**config.mk**
```make
export PLATFORM = sky130hd
export DESIGN_NAME = des_decrypt_core
export DESIGN_NICKNAME = d
export VERILOG_FILES = /design/src/rtl/des_pkg.sv /design/src/rtl/des_f.sv /design/src/rtl/des_decrypt_core.sv
export SDC_FILE = /design/constraint.sdc
export NUM_CORES = 1
export LEC_CHECK = 0
export ABC_AREA = 1
export CAP_MARGIN = 10
export CORE_UTILIZATION = 54
export DETAILED_ROUTE_END_ITERATION = 16
export HOLD_SLACK_MARGIN = 0.12
export PLACE_DENSITY_LB_ADDON = 0.15
export RECOVER_POWER = 25
export SYNTH_ARGS = -nofsm -noshare
export SYNTH_HDL_FRONTEND = slang
export SYNTH_HIERARCHICAL = 1
export SYNTH_SLANG_ARGS = --single-unit
```
**constraint.sdc**
```tcl
create_clock -name clk -period 3.95 [get_ports clk]
set_input_delay 0.9875 -clock clk [delete_from_list [all_inputs] [get_ports clk]]
set_output_delay 0.9875 -clock clk [all_outputs]
set_load 0.05 [all_outputs]
```
**src/rtl/des_pkg.sv**
```systemverilog
// DES constant tables, shift schedules, FSM state type and bit-wiring helpers.
// Bit order: vector index 0 is FIPS-46 bit 1. Table entries keep the
// 1-based FIPS numbering, so every permutation reads x[TABLE[i]-1].
package des_pkg;

  localparam int unsigned BLOCK_W = 64;
  localparam int unsigned HALF_W  = 32;
  localparam int unsigned CD_W    = 28;
  localparam int unsigned KEY56_W = 56;
  localparam int unsigned SUBK_W  = 48;
  localparam int unsigned CNT_W   = 4;

  typedef enum logic [1:0] {S_IDLE, S_ROUND, S_DONE} state_t;

  localparam int unsigned IP_T [64] = '{
    58, 50, 42, 34, 26, 18, 10, 2,  60, 52, 44, 36, 28, 20, 12, 4,
    62, 54, 46, 38, 30, 22, 14, 6,  64, 56, 48, 40, 32, 24, 16, 8,
    57, 49, 41, 33, 25, 17,  9, 1,  59, 51, 43, 35, 27, 19, 11, 3,
    61, 53, 45, 37, 29, 21, 13, 5,  63, 55, 47, 39, 31, 23, 15, 7};

  localparam int unsigned FP_T [64] = '{
    40, 8, 48, 16, 56, 24, 64, 32,  39, 7, 47, 15, 55, 23, 63, 31,
    38, 6, 46, 14, 54, 22, 62, 30,  37, 5, 45, 13, 53, 21, 61, 29,
    36, 4, 44, 12, 52, 20, 60, 28,  35, 3, 43, 11, 51, 19, 59, 27,
    34, 2, 42, 10, 50, 18, 58, 26,  33, 1, 41,  9, 49, 17, 57, 25};

  localparam int unsigned PC1_T [56] = '{
    57, 49, 41, 33, 25, 17,  9,   1, 58, 50, 42, 34, 26, 18,
    10,  2, 59, 51, 43, 35, 27,  19, 11,  3, 60, 52, 44, 36,
    63, 55, 47, 39, 31, 23, 15,   7, 62, 54, 46, 38, 30, 22,
    14,  6, 61, 53, 45, 37, 29,  21, 13,  5, 28, 20, 12,  4};

  localparam int unsigned PC2_T [48] = '{
    14, 17, 11, 24,  1,  5,   3, 28, 15,  6, 21, 10,
    23, 19, 12,  4, 26,  8,  16,  7, 27, 20, 13,  2,
    41, 52, 31, 37, 47, 55,  30, 40, 51, 45, 33, 48,
    44, 49, 39, 56, 34, 53,  46, 42, 50, 36, 29, 32};

  localparam int unsigned E_T [48] = '{
    32,  1,  2,  3,  4,  5,   4,  5,  6,  7,  8,  9,
     8,  9, 10, 11, 12, 13,  12, 13, 14, 15, 16, 17,
    16, 17, 18, 19, 20, 21,  20, 21, 22, 23, 24, 25,
    24, 25, 26, 27, 28, 29,  28, 29, 30, 31, 32,  1};

  localparam int unsigned P_T [32] = '{
    16,  7, 20, 21, 29, 12, 28, 17,   1, 15, 23, 26,  5, 18, 31, 10,
     2,  8, 24, 14, 32, 27,  3,  9,  19, 13, 30,  6, 22, 11,  4, 25};

  // Row index = {b1,b6}, column = {b2..b5}; address = row*16 + col.
  localparam int unsigned SBOX [8][64] = '{
    '{14, 4, 13, 1, 2, 15, 11, 8, 3, 10, 6, 12, 5, 9, 0, 7,
       0, 15, 7, 4, 14, 2, 13, 1, 10, 6, 12, 11, 9, 5, 3, 8,
       4, 1, 14, 8, 13, 6, 2, 11, 15, 12, 9, 7, 3, 10, 5, 0,
      15, 12, 8, 2, 4, 9, 1, 7, 5, 11, 3, 14, 10, 0, 6, 13},
    '{15, 1, 8, 14, 6, 11, 3, 4, 9, 7, 2, 13, 12, 0, 5, 10,
       3, 13, 4, 7, 15, 2, 8, 14, 12, 0, 1, 10, 6, 9, 11, 5,
       0, 14, 7, 11, 10, 4, 13, 1, 5, 8, 12, 6, 9, 3, 2, 15,
      13, 8, 10, 1, 3, 15, 4, 2, 11, 6, 7, 12, 0, 5, 14, 9},
    '{10, 0, 9, 14, 6, 3, 15, 5, 1, 13, 12, 7, 11, 4, 2, 8,
      13, 7, 0, 9, 3, 4, 6, 10, 2, 8, 5, 14, 12, 11, 15, 1,
      13, 6, 4, 9, 8, 15, 3, 0, 11, 1, 2, 12, 5, 10, 14, 7,
       1, 10, 13, 0, 6, 9, 8, 7, 4, 15, 14, 3, 11, 5, 2, 12},
    '{ 7, 13, 14, 3, 0, 6, 9, 10, 1, 2, 8, 5, 11, 12, 4, 15,
      13, 8, 11, 5, 6, 15, 0, 3, 4, 7, 2, 12, 1, 10, 14, 9,
      10, 6, 9, 0, 12, 11, 7, 13, 15, 1, 3, 14, 5, 2, 8, 4,
       3, 15, 0, 6, 10, 1, 13, 8, 9, 4, 5, 11, 12, 7, 2, 14},
    '{ 2, 12, 4, 1, 7, 10, 11, 6, 8, 5, 3, 15, 13, 0, 14, 9,
      14, 11, 2, 12, 4, 7, 13, 1, 5, 0, 15, 10, 3, 9, 8, 6,
       4, 2, 1, 11, 10, 13, 7, 8, 15, 9, 12, 5, 6, 3, 0, 14,
      11, 8, 12, 7, 1, 14, 2, 13, 6, 15, 0, 9, 10, 4, 5, 3},
    '{12, 1, 10, 15, 9, 2, 6, 8, 0, 13, 3, 4, 14, 7, 5, 11,
      10, 15, 4, 2, 7, 12, 9, 5, 6, 1, 13, 14, 0, 11, 3, 8,
       9, 14, 15, 5, 2, 8, 12, 3, 7, 0, 4, 10, 1, 13, 11, 6,
       4, 3, 2, 12, 9, 5, 15, 10, 11, 14, 1, 7, 6, 0, 8, 13},
    '{ 4, 11, 2, 14, 15, 0, 8, 13, 3, 12, 9, 7, 5, 10, 6, 1,
      13, 0, 11, 7, 4, 9, 1, 10, 14, 3, 5, 12, 2, 15, 8, 6,
       1, 4, 11, 13, 12, 3, 7, 14, 10, 15, 6, 8, 0, 5, 9, 2,
       6, 11, 13, 8, 1, 4, 10, 7, 9, 5, 0, 15, 14, 2, 3, 12},
    '{13, 2, 8, 4, 6, 15, 11, 1, 10, 9, 3, 14, 5, 0, 12, 7,
       1, 15, 13, 8, 10, 3, 7, 4, 12, 5, 6, 11, 0, 14, 9, 2,
       7, 11, 4, 1, 9, 12, 14, 2, 0, 6, 10, 13, 15, 3, 5, 8,
       2, 1, 14, 7, 4, 10, 8, 13, 15, 12, 9, 0, 3, 5, 6, 11}};

  // Decrypt rotates right (first round uses the unrotated key, i.e. K16).
  localparam int unsigned DEC_SHIFT [16] = '{0, 1, 2, 2, 2, 2, 2, 2, 1, 2, 2, 2, 2, 2, 2, 1};
  // Encrypt rotates left, the FIPS schedule.
  localparam int unsigned ENC_SHIFT [16] = '{1, 1, 2, 2, 2, 2, 2, 2, 1, 2, 2, 2, 2, 2, 2, 1};

  function automatic logic [63:0] ip_perm(input logic [63:0] x);
    logic [63:0] y;
    y = '0;
    for (int i = 0; i < 64; i++) y[6'(i)] = x[6'(IP_T[6'(i)] - 1)];
    return y;
  endfunction

  function automatic logic [63:0] fp_perm(input logic [63:0] x);
    logic [63:0] y;
    y = '0;
    for (int i = 0; i < 64; i++) y[6'(i)] = x[6'(FP_T[6'(i)] - 1)];
    return y;
  endfunction

  function automatic logic [55:0] pc1_perm(input logic [63:0] x);
    logic [55:0] y;
    y = '0;
    for (int i = 0; i < 56; i++) y[6'(i)] = x[6'(PC1_T[6'(i)] - 1)];
    return y;
  endfunction

  function automatic logic [47:0] pc2_perm(input logic [55:0] x);
    logic [47:0] y;
    y = '0;
    for (int i = 0; i < 48; i++) y[6'(i)] = x[6'(PC2_T[6'(i)] - 1)];
    return y;
  endfunction

  function automatic logic [47:0] e_expand(input logic [31:0] x);
    logic [47:0] y;
    y = '0;
    for (int i = 0; i < 48; i++) y[6'(i)] = x[5'(E_T[6'(i)] - 1)];
    return y;
  endfunction

  function automatic logic [31:0] p_perm(input logic [31:0] x);
    logic [31:0] y;
    y = '0;
    for (int i = 0; i < 32; i++) y[5'(i)] = x[5'(P_T[5'(i)] - 1)];
    return y;
  endfunction

  // FIPS left rotate: bit i takes bit i+s, i.e. a shift toward index 0.
  function automatic logic [27:0] rotl28(input logic [27:0] x, input logic [1:0] s);
    return (x >> s) | (x << (5'd28 - 5'(s)));
  endfunction

  // FIPS right rotate: bit i takes bit i-s.
  function automatic logic [27:0] rotr28(input logic [27:0] x, input logic [1:0] s);
    return (x << s) | (x >> (5'd28 - 5'(s)));
  endfunction

endpackage

```
**src/rtl/des_f.sv**
```systemverilog
// DES Feistel f-function: E-expansion, subkey XOR, eight S-boxes, P.
module des_f
  import des_pkg::*;
(
  input  logic [31:0] r,
  input  logic [47:0] k,
  output logic [31:0] result_c
);

  logic [47:0] x;
  logic [31:0] s;
  logic [5:0]  grp;
  logic [3:0]  v;

  // Expand, mix in subkey, substitute per 6-bit group, then permute.
  always_comb begin
    x   = e_expand(r) ^ k;
    s   = '0;
    grp = '0;
    v   = '0;
    for (int j = 0; j < 8; j++) begin
      grp = x[6'(6 * j) +: 6];
      v   = 4'(SBOX[3'(j)][{grp[0], grp[5], grp[1], grp[2], grp[3], grp[4]}]);
      s[5'(4 * j) +: 4] = {v[0], v[1], v[2], v[3]};
    end
    result_c = p_perm(s);
  end

endmodule

```
**src/rtl/des_decrypt_core.sv**
```systemverilog
// Iterative DES decryption core, one Feistel round per clock.
// Optional macro DES_ENCRYPT_MODE_EN adds an 'enc' input selecting encryption.
module des_decrypt_core
  import des_pkg::*;
#(
  parameter int unsigned NUM_ROUNDS = 16
)
(
  input  logic        clk,
  input  logic        rst_n,
  input  logic        in_valid,
  output logic        in_ready,
  input  logic [63:0] in_data,
  input  logic [63:0] in_key,
`ifdef DES_ENCRYPT_MODE_EN
  input  logic        enc,
`endif
  output logic        out_valid,
  input  logic        out_ready,
  output logic [63:0] out_data
);

  localparam logic [CNT_W-1:0] LAST_ROUND = CNT_W'(NUM_ROUNDS - 1);

  state_t            state;
  logic [CNT_W-1:0]  cnt;
  logic [31:0]       l;
  logic [31:0]       r;
  logic [27:0]       c;
  logic [27:0]       d;
  logic              enc_mode;
  logic [1:0]        shift;
  logic [27:0]       c_rot;
  logic [27:0]       d_rot;
  logic [47:0]       subkey;
  logic [31:0]       f_out;
  logic [63:0]       ip_in;
  logic [55:0]       pc1_key;

`ifdef DES_ENCRYPT_MODE_EN
  logic enc_q;
  assign enc_mode = enc_q;
`else
  assign enc_mode = 1'b0;
`endif

  assign ip_in   = ip_perm(in_data);
  assign pc1_key = pc1_perm(in_key);

  // Rotate C/D for the current round and derive its subkey.
  always_comb begin
    shift = 2'(DEC_SHIFT[cnt]);
    c_rot = rotr28(c, shift);
    d_rot = rotr28(d, shift);
    if (enc_mode) begin
      shift = 2'(ENC_SHIFT[cnt]);
      c_rot = rotl28(c, shift);
      d_rot = rotl28(d, shift);
    end
    subkey = pc2_perm({d_rot, c_rot});
  end

  des_f u_f (
    .r        (r),
    .k        (subkey),
    .result_c (f_out)
  );

  // Control FSM and datapath registers; output is captured on the last round.
  always_ff @(posedge clk or negedge rst_n) begin
    if (!rst_n) begin
      state     <= S_IDLE;
      in_ready  <= 1'b1;
      out_valid <= 1'b0;
      out_data  <= '0;
      cnt       <= '0;
      l         <= '0;
      r         <= '0;
      c         <= '0;
      d         <= '0;
`ifdef DES_ENCRYPT_MODE_EN
      enc_q     <= 1'b0;
`endif
    end else begin
      case (state)
        S_IDLE: begin
          if (in_valid && in_ready) begin
            l        <= ip_in[31:0];
            r        <= ip_in[63:32];
            c        <= pc1_key[27:0];
            d        <= pc1_key[55:28];
            cnt      <= '0;
            in_ready <= 1'b0;
            state    <= S_ROUND;
`ifdef DES_ENCRYPT_MODE_EN
            enc_q    <= enc;
`endif
          end
        end
        S_ROUND: begin
          l <= r;
          r <= l ^ f_out;
          c <= c_rot;
          d <= d_rot;
          if (cnt == LAST_ROUND) begin
            // Pre-output is {R16, L16}: R16 occupies FIPS bits 1..32.
            out_data  <= fp_perm({r, l ^ f_out});
            out_valid <= 1'b1;
            state     <= S_DONE;
          end else begin
            cnt <= cnt + CNT_W'(1);
          end
        end
        S_DONE: begin
          if (out_ready) begin
            out_valid <= 1'b0;
            in_ready  <= 1'b1;
            state     <= S_IDLE;
          end
        end
        default: begin
          state     <= S_IDLE;
          in_ready  <= 1'b1;
          out_valid <= 1'b0;
        end
      endcase
    end
  end

endmodule
```
==> impl_metrics.ini <==
[routing]
avgRoutedWirePerCell_um = 14.0
drt_iter0_markers = 567
routed_wirelength_um = 19500
via_per_inst = 5.17
vias = 7214
drtAntennaViolNets = 0
drt-pass1-iter-count = 6
drc = 0

[worst_setup_path]
crit_family = simple AND/OR/NAND/NOR gates
critPathLaunchType = flip-flop
cp_slowest_cell = dfrtp_1
cp-end-kind = flip-flop
cp_num_buf_inv = 4
critPathMaxFanout = 6
cp_data_required_time_ns = 4.28
worstSetupPathType = flip-flop to flip-flop
cp_data_arrival_time_ns = 3.85
cp_common_cell = nand2_1
path_cells = inv_1 > ha_1 > inv_1 > nand2_1 > nand3_1 > nand2_1 > inv_1 > ha_1 > nor2_1 > nand2_1 > nand3_1 > inv_1 > nand2_1 > nand2_1 > ha_1 > nand2_1 > nand2_1 > nand2_1 > nand2_1 > nor2_1 > nor2_1 > xor2_1 > nand2_1 > o21ai_0
slowest_delay_ns = 0.40

[die]
num_io_pins = 198
floorplan.die.width_um = 124
die_h_um = 124
rows = 44
start_util_pct = 55.3
core_area_mm2 = 0.0145
die_area_mm2 = 0.0153

[flow_run]
drv_cap = 0

[sta]
relSlewSlack_pct = 3.29
post-route-period-util_pct = 89.0
finalSetupViolCount = 0
finalHoldViolCount = 0
fin_ws_ns = 0.433
rsz0062_at_grt = no
worst_pin_slew_ns = 1.45
max_freq_mhz = 284
layout_min_cycle_time_ns = 3.52
fin_skew_ns = 0.00872
fin_setup_tns_ns = 0
drv_slew = 0

[cells_and_area]
area_delta_synth_final_pct = 17.6
layout_common_cells = nand2_1, dfrtp_1, nand3_1, clkdlybuf4s50_1, inv_1
fillers = 1293
layout_commonest_cell = nand2_1
nets = 1355
postLayoutCoreUtil_pct = 65.0
drive_gt1_share_pct = 6.69
fin_area_mm2 = 0.00941

[clock_network]
root_buffer = clkbuf_16
clk_pin_slew_worst_paths_ns = 0.06
cts_buffers = 17
holdBufCountCts = 0
cts_tree = done
clk_latency_ns = 0.42
cts_sinks = 118
cts.path.max_buffers = 2
post_cts_resized = 0
postCtsSetupBuffers = 0
htree_levels = 4

[placement]
numPortBuffers = 90
dpl-instance-area_mm2 = 0.00880
hpwl_um = 13900
pre_cts_ws_ns = 0.501
gp_congestion = 0.887

[global_route]
grt_overflow = 0
grt_pass1_vias = 6453
track_usage_pct = 27.2
grt_pass1_wl_um = 31700
grt_max_degree = 58
antenna_found_initial = 1

[synthesis]
synth_warnings = 6
postSynthAreaPerCell_um2 = 7.02
syn_inst = 1140
synth_area_mm2 = 0.00800

[worst_hold_path]
hp-class = flip-flop to flip-flop

[status]
status = finished clean
[path summary, 6_finish.rpt]
check / startpoint / end / slack [ns] / cells past startpoint
worst max-delay path: cnt[1] / r[5] / 0.43 / 24
worst min-delay path: out_data[11] / out_data[11] / 0.47 / 2
worst max register to register: cnt[1] / r[5] / 0.43 / 24
worst min register to register: out_data[11] / out_data[11] / 0.47 / 2
max in group asynchronous: rst_n / l[8] / 1.20 / 2
min in group asynchronous: rst_n / l[7] / 0.90 / 1
[registers in the layout, summed over array words and instances (netlist names)]
register and cells:
cnt 4, c 28, out_data 32, l 25, out_valid 1, in_ready 1, r 25, state 2
[final cells by class]
class                           instances  area, um^2  area share [%]
Tap cell                              184         230            2.45
Sequential cell                       118        2950            31.4
Inverter                               97         364            3.87
Timing Repair Buffer                  109        1040            11.1
Multi-Input combinational cell        856        4190            44.6
Clock inverter                         14         199            2.11
Antenna cell                            1        2.50          0.0266
Clock buffer                           17         425            4.52
[worst min-delay path, cell delays in order (launching register included)]
cell and delay [ns]:
dfrtp_1 0.34, nand2_1 0.05, nand2_1 0.05
[metrics by stage]
step / hold WS [ns] / instances
after floorplan: 0.449 / 1188
after global routing: 0.502 / 1396
after global placement: 0.457 / 1364
after detailed placement: 0.458 / 1364
final: 0.467 / 1396
after CTS: 0.472 / 1395
[routing by layer]
layer	vias up	wire length [um]	part of all wire [%]	track usage, %
met1	3327	8880	46	36.2
met2	203	9110	47	42.9
met5	-	0	0	0
met3	38	1070	5.5	5.91
li1	3646	-	-	-
met4	0	452	2.3	10.8
Power is left out: the tool's default activity adds up to more than one toggle a clock period on the data nets, which glitch-free logic cannot reach.
